<file path="src/rtl/zapper_flash_sequencer_if.sv">
// Pin-side bundle between the zapper I/O, the pattern generator and the flash sequencer.
// The sequencer takes the slave view; whatever drives the pins and watches the verdict takes the master view.
interface zapper_flash_sequencer_if;
    logic       frame_start;
    logic       trigger_raw;
    logic       light_sense;
    logic [1:0] flash_mode;
    logic       busy;
    logic       hit;
    logic       miss;
    logic [7:0] shot_count;
    logic [7:0] hit_count;

    modport master (
        output frame_start, trigger_raw, light_sense,
        input  flash_mode, busy, hit, miss, shot_count, hit_count
    );

    modport slave (
        input  frame_start, trigger_raw, light_sense,
        output flash_mode, busy, hit, miss, shot_count, hit_count
    );
endinterface

</file>
<file path="src/rtl/zapper_flash_sequencer.sv">
// Zapper flash sequencer: debounced trigger, one black frame then WHITE_FRAMES white frames, hit/miss verdict.
// Optional feature macro SHOT_COUNTER_EN enables the 8-bit shot/hit counters (tied to zero otherwise).
module zapper_flash_sequencer #(
    parameter int DEBOUNCE_CYCLES = 250000,
    parameter int WHITE_FRAMES    = 1,
    parameter int LIGHT_THRESH    = 64,
    parameter int CNT_W           = 16
) (
    input  logic                    clk,
    input  logic                    screen_reset,
    zapper_flash_sequencer_if.slave zap
);

    localparam int                DB_W     = (DEBOUNCE_CYCLES > 1) ? $clog2(DEBOUNCE_CYCLES) : 1;
    localparam logic [DB_W-1:0]   DB_LAST  = DB_W'(DEBOUNCE_CYCLES - 1);
    localparam logic [3:0]        FR_LAST  = 4'(WHITE_FRAMES - 1);
    localparam logic [CNT_W-1:0]  CNT_MAX  = {CNT_W{1'b1}};
    localparam logic [CNT_W-1:0]  THRESH   = CNT_W'(LIGHT_THRESH);

    typedef enum logic [2:0] {
        S_IDLE,
        S_ARM,
        S_BLACK,
        S_WHITE,
        S_RESULT,
        S_HOLD
    } state_t;

    state_t            state_q, state_d;
    logic [1:0]        trigSync_q, lightSync_q;
    logic              trig_s, light_s;
    logic [DB_W-1:0]   dbCnt_q;
    logic              trigDb_q, trigDbPrev_q;
    logic              press;
    logic [3:0]        frameCtr_q, frameCtr_d;
    logic [CNT_W-1:0]  darkCnt_q, darkCnt_d;
    logic [CNT_W-1:0]  litCnt_q, litCnt_d;
    logic [1:0]        flashMode_q, flashMode_d;
    logic              hitNow;

    assign trig_s  = trigSync_q[1];
    assign light_s = lightSync_q[1];
    assign press   = trigDb_q & ~trigDbPrev_q;

    // A pending trigger change must persist DEBOUNCE_CYCLES consecutive cycles; any bounce back restarts it.
    always_ff @(posedge clk or posedge screen_reset) begin
        if (screen_reset) begin
            trigSync_q   <= '0;
            lightSync_q  <= '0;
            dbCnt_q      <= '0;
            trigDb_q     <= 1'b0;
            trigDbPrev_q <= 1'b0;
        end else begin
            trigSync_q   <= {trigSync_q[0], zap.trigger_raw};
            lightSync_q  <= {lightSync_q[0], zap.light_sense};
            trigDbPrev_q <= trigDb_q;
            if (trig_s == trigDb_q) begin
                dbCnt_q <= '0;
            end else if (dbCnt_q == DB_LAST) begin
                dbCnt_q  <= '0;
                trigDb_q <= trig_s;
            end else begin
                dbCnt_q <= dbCnt_q + 1'b1;
            end
        end
    end

    always_ff @(posedge clk or posedge screen_reset) begin
        if (screen_reset) begin
            state_q     <= S_IDLE;
            frameCtr_q  <= '0;
            darkCnt_q   <= '0;
            litCnt_q    <= '0;
            flashMode_q <= 2'd0;
        end else begin
            state_q     <= state_d;
            frameCtr_q  <= frameCtr_d;
            darkCnt_q   <= darkCnt_d;
            litCnt_q    <= litCnt_d;
            flashMode_q <= flashMode_d;
        end
    end

    always_comb begin
        state_d    = state_q;
        frameCtr_d = frameCtr_q;
        darkCnt_d  = darkCnt_q;
        litCnt_d   = litCnt_q;
        unique case (state_q)
            S_IDLE: begin
                if (press) state_d = S_ARM;
            end
            S_ARM: begin
                darkCnt_d = '0;
                litCnt_d  = '0;
                if (zap.frame_start) state_d = S_BLACK;
            end
            S_BLACK: begin
                if (light_s && darkCnt_q != CNT_MAX) darkCnt_d = darkCnt_q + 1'b1;
                if (zap.frame_start) begin
                    state_d    = S_WHITE;
                    frameCtr_d = '0;
                end
            end
            S_WHITE: begin
                if (light_s && litCnt_q != CNT_MAX) litCnt_d = litCnt_q + 1'b1;
                if (zap.frame_start) begin
                    if (frameCtr_q == FR_LAST) state_d = S_RESULT;
                    else                       frameCtr_d = frameCtr_q + 1'b1;
                end
            end
            S_RESULT: begin
                state_d = S_HOLD;
            end
            S_HOLD: begin
                if (!trigDb_q) state_d = S_IDLE;
            end
            default: begin
                state_d = S_IDLE;
            end
        endcase

        // Mode follows the state being entered, so the screen switches exactly one cycle after frame_start.
        unique case (state_d)
            S_BLACK: flashMode_d = 2'd1;
            S_WHITE: flashMode_d = 2'd2;
            default: flashMode_d = 2'd0;
        endcase
    end

    assign hitNow         = (state_q == S_RESULT) && (litCnt_q >= THRESH) && (darkCnt_q < THRESH);
    assign zap.hit        = hitNow;
    assign zap.miss       = (state_q == S_RESULT) && !hitNow;
    assign zap.busy       = (state_q != S_IDLE);
    assign zap.flash_mode = flashMode_q;

`ifdef SHOT_COUNTER_EN
    logic [7:0] shotCnt_q, hitCnt_q;

    always_ff @(posedge clk or posedge screen_reset) begin
        if (screen_reset) begin
            shotCnt_q <= 8'd0;
            hitCnt_q  <= 8'd0;
        end else begin
            if (state_q == S_RESULT) shotCnt_q <= shotCnt_q + 8'd1;
            if (hitNow)              hitCnt_q  <= hitCnt_q + 8'd1;
        end
    end

    assign zap.shot_count = shotCnt_q;
    assign zap.hit_count  = hitCnt_q;
`else
    assign zap.shot_count = 8'd0;
    assign zap.hit_count  = 8'd0;
`endif

endmodule
</file>
<file path="src/flat_wrapper.sv">
// flat-port wrapper written by rule: the top's interface ports become plain ports
module zapper_flash_sequencer_flat 
#(
    parameter int DEBOUNCE_CYCLES = 250000,
    parameter int WHITE_FRAMES    = 1,
    parameter int LIGHT_THRESH    = 64,
    parameter int CNT_W           = 16
)
  (clk, screen_reset, zap_frame_start, zap_trigger_raw, zap_light_sense, zap_flash_mode, zap_busy, zap_hit, zap_miss, zap_shot_count, zap_hit_count);
  zapper_flash_sequencer_if zap_i ();
  input  logic clk;
  input  logic screen_reset;
  input wire logic [$bits(zap_i.frame_start)-1:0] zap_frame_start;
  input wire logic [$bits(zap_i.trigger_raw)-1:0] zap_trigger_raw;
  input wire logic [$bits(zap_i.light_sense)-1:0] zap_light_sense;
  output wire logic [$bits(zap_i.flash_mode)-1:0] zap_flash_mode;
  output wire logic [$bits(zap_i.busy)-1:0] zap_busy;
  output wire logic [$bits(zap_i.hit)-1:0] zap_hit;
  output wire logic [$bits(zap_i.miss)-1:0] zap_miss;
  output wire logic [$bits(zap_i.shot_count)-1:0] zap_shot_count;
  output wire logic [$bits(zap_i.hit_count)-1:0] zap_hit_count;
  assign zap_i.frame_start = zap_frame_start;
  assign zap_i.trigger_raw = zap_trigger_raw;
  assign zap_i.light_sense = zap_light_sense;
  assign zap_flash_mode = zap_i.flash_mode;
  assign zap_busy = zap_i.busy;
  assign zap_hit = zap_i.hit;
  assign zap_miss = zap_i.miss;
  assign zap_shot_count = zap_i.shot_count;
  assign zap_hit_count = zap_i.hit_count;
  zapper_flash_sequencer #(.DEBOUNCE_CYCLES(DEBOUNCE_CYCLES), .WHITE_FRAMES(WHITE_FRAMES), .LIGHT_THRESH(LIGHT_THRESH), .CNT_W(CNT_W)) u_core (.clk(clk), .screen_reset(screen_reset), .zap(zap_i));
endmodule
</file>
<file path="config.mk">
export PLATFORM = sky130hd
export DESIGN_NAME = zapper_flash_sequencer_flat
export DESIGN_NICKNAME = d
export VERILOG_FILES = /design/src/rtl/zapper_flash_sequencer_if.sv /design/src/rtl/zapper_flash_sequencer.sv /design/src/flat_wrapper.sv
export SDC_FILE = /design/constraint.sdc
export NUM_CORES = 1
export LEC_CHECK = 0
export BUFFER_PORTS_ARGS = -buffer_cell sky130_fd_sc_hd__buf_2
export CAP_MARGIN = 10
export CORE_UTILIZATION = 45
export CTS_CLUSTER_DIAMETER = 80
export CTS_CLUSTER_SIZE = 30
export DETAILED_ROUTE_END_ITERATION = 6
export SLEW_MARGIN = 20
export SYNTH_ARGS = -nofsm -noshare
export SYNTH_HDL_FRONTEND = slang
export SYNTH_SLANG_ARGS = --single-unit
export TNS_END_PERCENT = 100
</file>
<file path="constraint.sdc">
create_clock -name clk -period 3.3 [get_ports clk]
set_clock_uncertainty 0.05 [all_clocks]
set_input_delay 0.99 -clock clk [delete_from_list [all_inputs] [get_ports clk]]
set_output_delay 0.99 -clock clk [all_outputs]
set_load 0.01 [all_outputs]
</file>
======== Yosys cells after proc, flatten, opt, wreduce, memory -nomap -nowiden ========
Index checks and enable logic that the tools add are counted.
cells by class
  add/sub/neg operators ................... 4
  multipliers ............................. 0
  divide/modulo/power cells ............... 0
  $lt $le $gt $ge ......................... 2
  equal/unequal tests ..................... 16
  shift operators ......................... 0
  muxes and demuxes ....................... 18
  bitwise logic cells ..................... 3
  reductions and logical operators ........ 16
operator list
  kind                                                                 number
  one-hot mux 16 bit (2 select lines)                                  2
  2-to-1 mux 18 bit                                                    2
  adder 16 x 1 -> 16 bit (second input constant)                       2
  2-to-1 mux 16 bit                                                    2
  != test 16 bit (second input constant)                               2
  adder 18 x 1 -> 18 bit (second input constant)                       1
  == test 18 bit (second input constant)                               1
  2-to-1 mux 3 bit                                                     6
  one-hot mux 3 bit (6 select lines)                                   1
  greater-or-equal comparator 16 x 7 -> 1 bit (second input constant)  1
  less-than comparator 16 x 7 -> 1 bit (second input constant)         1
  == test 3 x 2 -> 1 bit (second input constant)                       4
  2-to-1 mux 4 bit                                                     3
  one-hot mux 4 bit (2 select lines)                                   1
  == test 3 bit (second input constant)                                2
  != test 2 bit (second input constant)                                3
  AND reduction 2 bit                                                  3
  nonzero test 2 bit                                                   3
  logical AND 1 bit                                                    5
  adder 4 x 1 -> 4 bit (second input constant)                         1
  logical NOT 4 bit                                                    1
  != test 2 x 1 -> 1 bit (second input constant)                       2
  one-hot mux 2 bit (2 select lines)                                   1
  AND reduction 4 bit                                                  1
  7 further kinds                                                      8
storage, ports and cells
  bits in registers ....................... 65
  bits in latches ......................... 0
  memory bits (writable) .................. 0
  bits in read-only memories .............. 0
  input bits .............................. 5
  logic and storage cells ................. 69
  memories ................................ 0

======== Longest topological paths before layout ========
  word-level depth ........................ 6
  gate-level depth with buffers ........... 8

======== Worst setup path after synthesis ========
No wires, ideal clock.
  path type ............................... register to output
  start ................................... reg u_core.state_q[1]
  end ..................................... out zap_miss
  arrival ................................. 1.378 ns
  data required time ...................... 2.260 ns
  path slack .............................. 0.882 ns
  stages on the path, launching flop included .. 7
  cells stage by stage .................... dfrtp_1 clkbuf_1 nand2b_1 nor2_1 nand4_1 a31oi_1 nor3_1
between the ends
  word-level cells in the longest chain between the ends .. 5
RTL lines
  element                         RTL line                       RTL
  from (decl)                     zapper_flash_sequencer.sv:29   state_t state_q, state_d;
  from (signal assigned)          zapper_flash_sequencer.sv:76   state_q <= state_d;
  == test 3 bit                   zapper_flash_sequencer.sv:131  assign hitNow = (state_q == S_RESULT) && (litCnt_q >= THRESH) && (darkCnt_q < THRESH);
  logical AND 1 bit (2 in a row)  zapper_flash_sequencer.sv:131
  via zap_hit                     flat_wrapper.sv:18             output wire logic [$bits(zap_i.hit)-1:0] zap_hit;
  logical NOT 1 bit               zapper_flash_sequencer.sv:133  assign zap.miss = (state_q == S_RESULT) && !hitNow;
  logical AND 1 bit               zapper_flash_sequencer.sv:133
  to (decl)                       flat_wrapper.sv:19             output wire logic [$bits(zap_i.miss)-1:0] zap_miss;
The timed path passes the listed nets, and every way through them passes these cells.

======== Worst setup path in the final report ========
  start ................................... reg u_core.state_q[1]
  end ..................................... out zap_miss
between the ends
  word-level cells in the longest chain between the ends .. 5
RTL lines
  element                         RTL line
  == test 3 bit *                 zapper_flash_sequencer.sv:131, zapper_flash_sequencer.sv:133
  logical AND 1 bit (2 in a row)  zapper_flash_sequencer.sv:131
  logical NOT 1 bit               zapper_flash_sequencer.sv:133
  logical AND 1 bit *             zapper_flash_sequencer.sv:133
Every way passes the cells marked *; elsewhere a longest branch is shown, timed or not.

==> flow_metrics.tcl <==
set metrics [dict create \
    synth_warnings 0 \
    viasPerCell 5.45 \
    die_w_um 90.4 \
    layout.cells.most_common "sky130_fd_sc_hd__dfrtp_1" \
    clock-sinks 65 \
    route.antenna.remaining_nets 0 \
    floorplan.initialDensity_pct 47.5 \
    synth-edff-count 0 \
    timing.hold.worst.class "flop to flop" \
    netlist-cell-type-count 51 \
    hold_path_startpoint "u_core.trigSync_q[0]$_DFF_PP0_" \
    stdcell_area_mm2 0.00382 \
    ys_ff_latch 65 \
    status "finished clean" \
    cellLeakagePower_nw 1.70 \
    portBuffers 9 \
    tritoncts.num_buffers 9 \
    critPathLaunchType "flop" \
    dp.cells 464 \
    drc_violation_total_after_the_first_tritonroute_iteration 146 \
    gr-total-overflow 0 \
    coreArea_mm2 0.00741 \
    route.detailed.drc 0 \
    cts-htree-levels 3 \
    number_of_antenna_violations_at_the_first_check_in_global_routing 0 \
    total_count_of_hold_check_failures_in_the_final_report 0 \
    crit_type "flop to primary output" \
    crit_path_end_kind "primary output" \
    r2r_setup_slack_ps 1160 \
    setup_total_negative_slack_ps 0 \
    detailedRoute.firstPassIterationCount 4 \
    finish.net_count 387 \
    design.portCount 26 \
    place_congestion 0.752 \
    cts_resized 0 \
    routedWlPerCell_um 13.7 \
    timing.final.setup_violations 0 \
    arrival_time_at_the_worst_endpoint_ps 1920 \
    crit_path_max_fanout 14 \
    global_route.usage.total_pct 17.6 \
    avgSynthCellArea_um2 9.61 \
    grt_pass1_vias 2408 \
    syn_inst 366 \
    synth.cell_area_mm2 0.00352 \
    timing.hold.worst_path_depth 0 \
    antennaDiodeCount 0 \
    die_h_um 90.4 \
    pre_cts_ws_ps 759 \
    clk_latency_ps 340 \
    cts_tree "built" \
    ctsRootBufferMaster "sky130_fd_sc_hd__clkbuf_8" \
    cell_depth_of_the_worst_flop_to_flop_path 5 \
    drt-total-wl_um 6580 \
    placedInstanceArea_mm2 0.00358 \
    share_of_the_clock_period_used_by_the_worst_path_after_layout_pct 89.6 \
    power.density_cell_area_mw_per_mm2 435 \
    peakVddDrop_mv 0.304 \
    max_slew.worst_pin.slew_ps 811 \
    slew_headroom_pct 46.0 \
    maxSlewViolCount 0 \
    async_flop_share_pct 100 \
    finalWorstPathRequiredPeriod_ps 2960 \
    stdcell_count 480 \
    most-common-layout-cells "sky130_fd_sc_hd__dfrtp_1, sky130_fd_sc_hd__nor2_1, sky130_fd_sc_hd__nand3_1" \
    path_clk_slew_ps 80 \
    final_layout_size_suffix_gt1_share_pct 10.5 \
    fp_rows 31 \
    timing.rr.start "u_core.dbCnt_q[0]$_DFF_PP0_" \
    timing.max_cap.violations 0 \
    dr_total_vias 2616 \
    die_ar_mm2 0.00818 \
    synth_ff_type "sky130_fd_sc_hd__dfrtp_1" \
    worst_ep_required_time_ps 2260 \
    setup_ws_ps 342 \
    grt_first_pass_wirelength_um 11600 \
    postCtsSetupRepairBufs 0 \
    timing.rr.end "u_core.dbCnt_q[12]$_DFF_PP0_" \
    hold_buffers 0 \
    clock.fmax_ghz 0.338 \
    max-clock-path-buffers 2 \
    grt_setup_unrepaired "false" \
    yosysSeqAreaShare_pct 46.2 \
    layout_stage_area_growth_over_the_synthesis_result_pct 8.68 \
    worstHoldEndpoint "u_core.trigSync_q[1]$_DFF_PP0_" \
    detailedPlacementHpwl_um 4590 \
    grt_start_max_net_pins 66 \
]
## layout make-up
| class | instances | area (um^2) |
|---|---|---|
| fillers | 683 | 3580 |
| multi-input cells | 277 | 1720 |
| flip-flops and latches | 65 | 1630 |
| clock buffers | 10 | 128 |
| well taps | 99 | 124 |
| clock inverters | 6 | 115 |
| repair buffers | 12 | 67.6 |
| inverters | 11 | 41.3 |
## synthesized netlist by cell type (5+ instances only)
library cell	instances	share of area [%]
sky130_fd_sc_hd__a21oi_1	9	1.3
sky130_fd_sc_hd__a31oi_1	5	0.89
sky130_fd_sc_hd__and3_1	8	1.4
sky130_fd_sc_hd__buf_4	16	3.4
sky130_fd_sc_hd__clkbuf_1	6	0.64
sky130_fd_sc_hd__dfrtp_1	65	46
sky130_fd_sc_hd__ha_1	6	2.1
sky130_fd_sc_hd__inv_1	11	1.2
sky130_fd_sc_hd__nand2_1	20	2.1
sky130_fd_sc_hd__nand3_1	28	4.0
sky130_fd_sc_hd__nand4_1	19	3.4
sky130_fd_sc_hd__nor2_1	46	4.9
sky130_fd_sc_hd__nor2b_1	6	1.1
sky130_fd_sc_hd__nor3_1	7	1.0
sky130_fd_sc_hd__nor4_1	10	1.8
sky130_fd_sc_hd__o21ai_0	11	1.6
sky130_fd_sc_hd__xnor2_1	15	3.7
sky130_fd_sc_hd__xor2_1	15	3.7
## sequential cells by signal, indices dropped and copies added, names as in the netlist
name and cells:
u_core.zap.flash_mode 2, u_core.lightSync_q 2, u_core.trigDbPrev_q 1, u_core.frameCtr_q 4
u_core.dbCnt_q 18, u_core.darkCnt_q 16, u_core.litCnt_q 16, u_core.trigDb_q 1
u_core.state_q 3, u_core.trigSync_q 2
## through the flow
| step | hold WS [ps] | util (%) | power, mW |
|---|---|---|---|
| 5_1_grt | 313 | 51.6 | 1.73 |
| 6_report | 301 | 51.6 | 1.66 |
| 2_1_floorplan | 281 | - | 0.863 |
| 4_1_cts | 304 | 51.6 | 1.69 |
| 3_5_place_dp | 286 | 48.3 | 0.859 |
| 3_3_place_gp | 282 | 48.3 | 0.859 |
## power breakdown
part	total (mW)	internal [mW]	leakage, nW	switching [mW]
Combinational	0.0364	0.00580	0.692	0.0306
Sequential	0.806	0.802	0.886	0.00458
Clock	0.822	0.506	0.117	0.316
## layer usage
metal  vias up  share of wire [%]  GRT usage (%)
li1       1290                  -              -
met1      1276                 50           24.6
met2        44                 46           27.2
met3         6                3.6           5.30
met4         0               0.78           3.63
met5         -                  0              0
## worst max-delay path: stages, from the launching register on
cell and delay (ps):
sky130_fd_sc_hd__dfrtp_1 540, sky130_fd_sc_hd__nand2b_1 260, sky130_fd_sc_hd__nor2_1 140, sky130_fd_sc_hd__nand4_1 110, sky130_fd_sc_hd__a31oi_1 290, sky130_fd_sc_hd__nor3_1 80, sky130_fd_sc_hd__buf_2 150
## logic make-up after synthesis
group                      share of synthesized area (%)
and+or+nand+nor                                     29.4
DFF                                                 46.2
AOI/OAI and AO/OA                                   7.08
buffers and inverters                               6.44
xor gates and xnor gates                            7.47
adders and majority gates                           2.13
muxes                                               1.17
other                                              0.107
## worst max path at each step
stage,cells past startpoint,slack (ps),startpoint,endpoint
CTS,6,350,u_core.state_q[1]$_DFF_PP0_,zap_miss
finish,6,340,u_core.state_q[1]$_DFF_PP0_,zap_miss
detailed placement,6,760,u_core.state_q[1]$_DFF_PP0_,zap_miss
global placement,6,810,u_core.state_q[1]$_DFF_PP0_,zap_miss
global route,6,240,u_core.state_q[1]$_DFF_PP0_,zap_miss
floorplan,1,630,screen_reset,u_core.darkCnt_q[0]$_DFFE_PP0P_
Note: power is estimated with default switching activity, not from simulation.
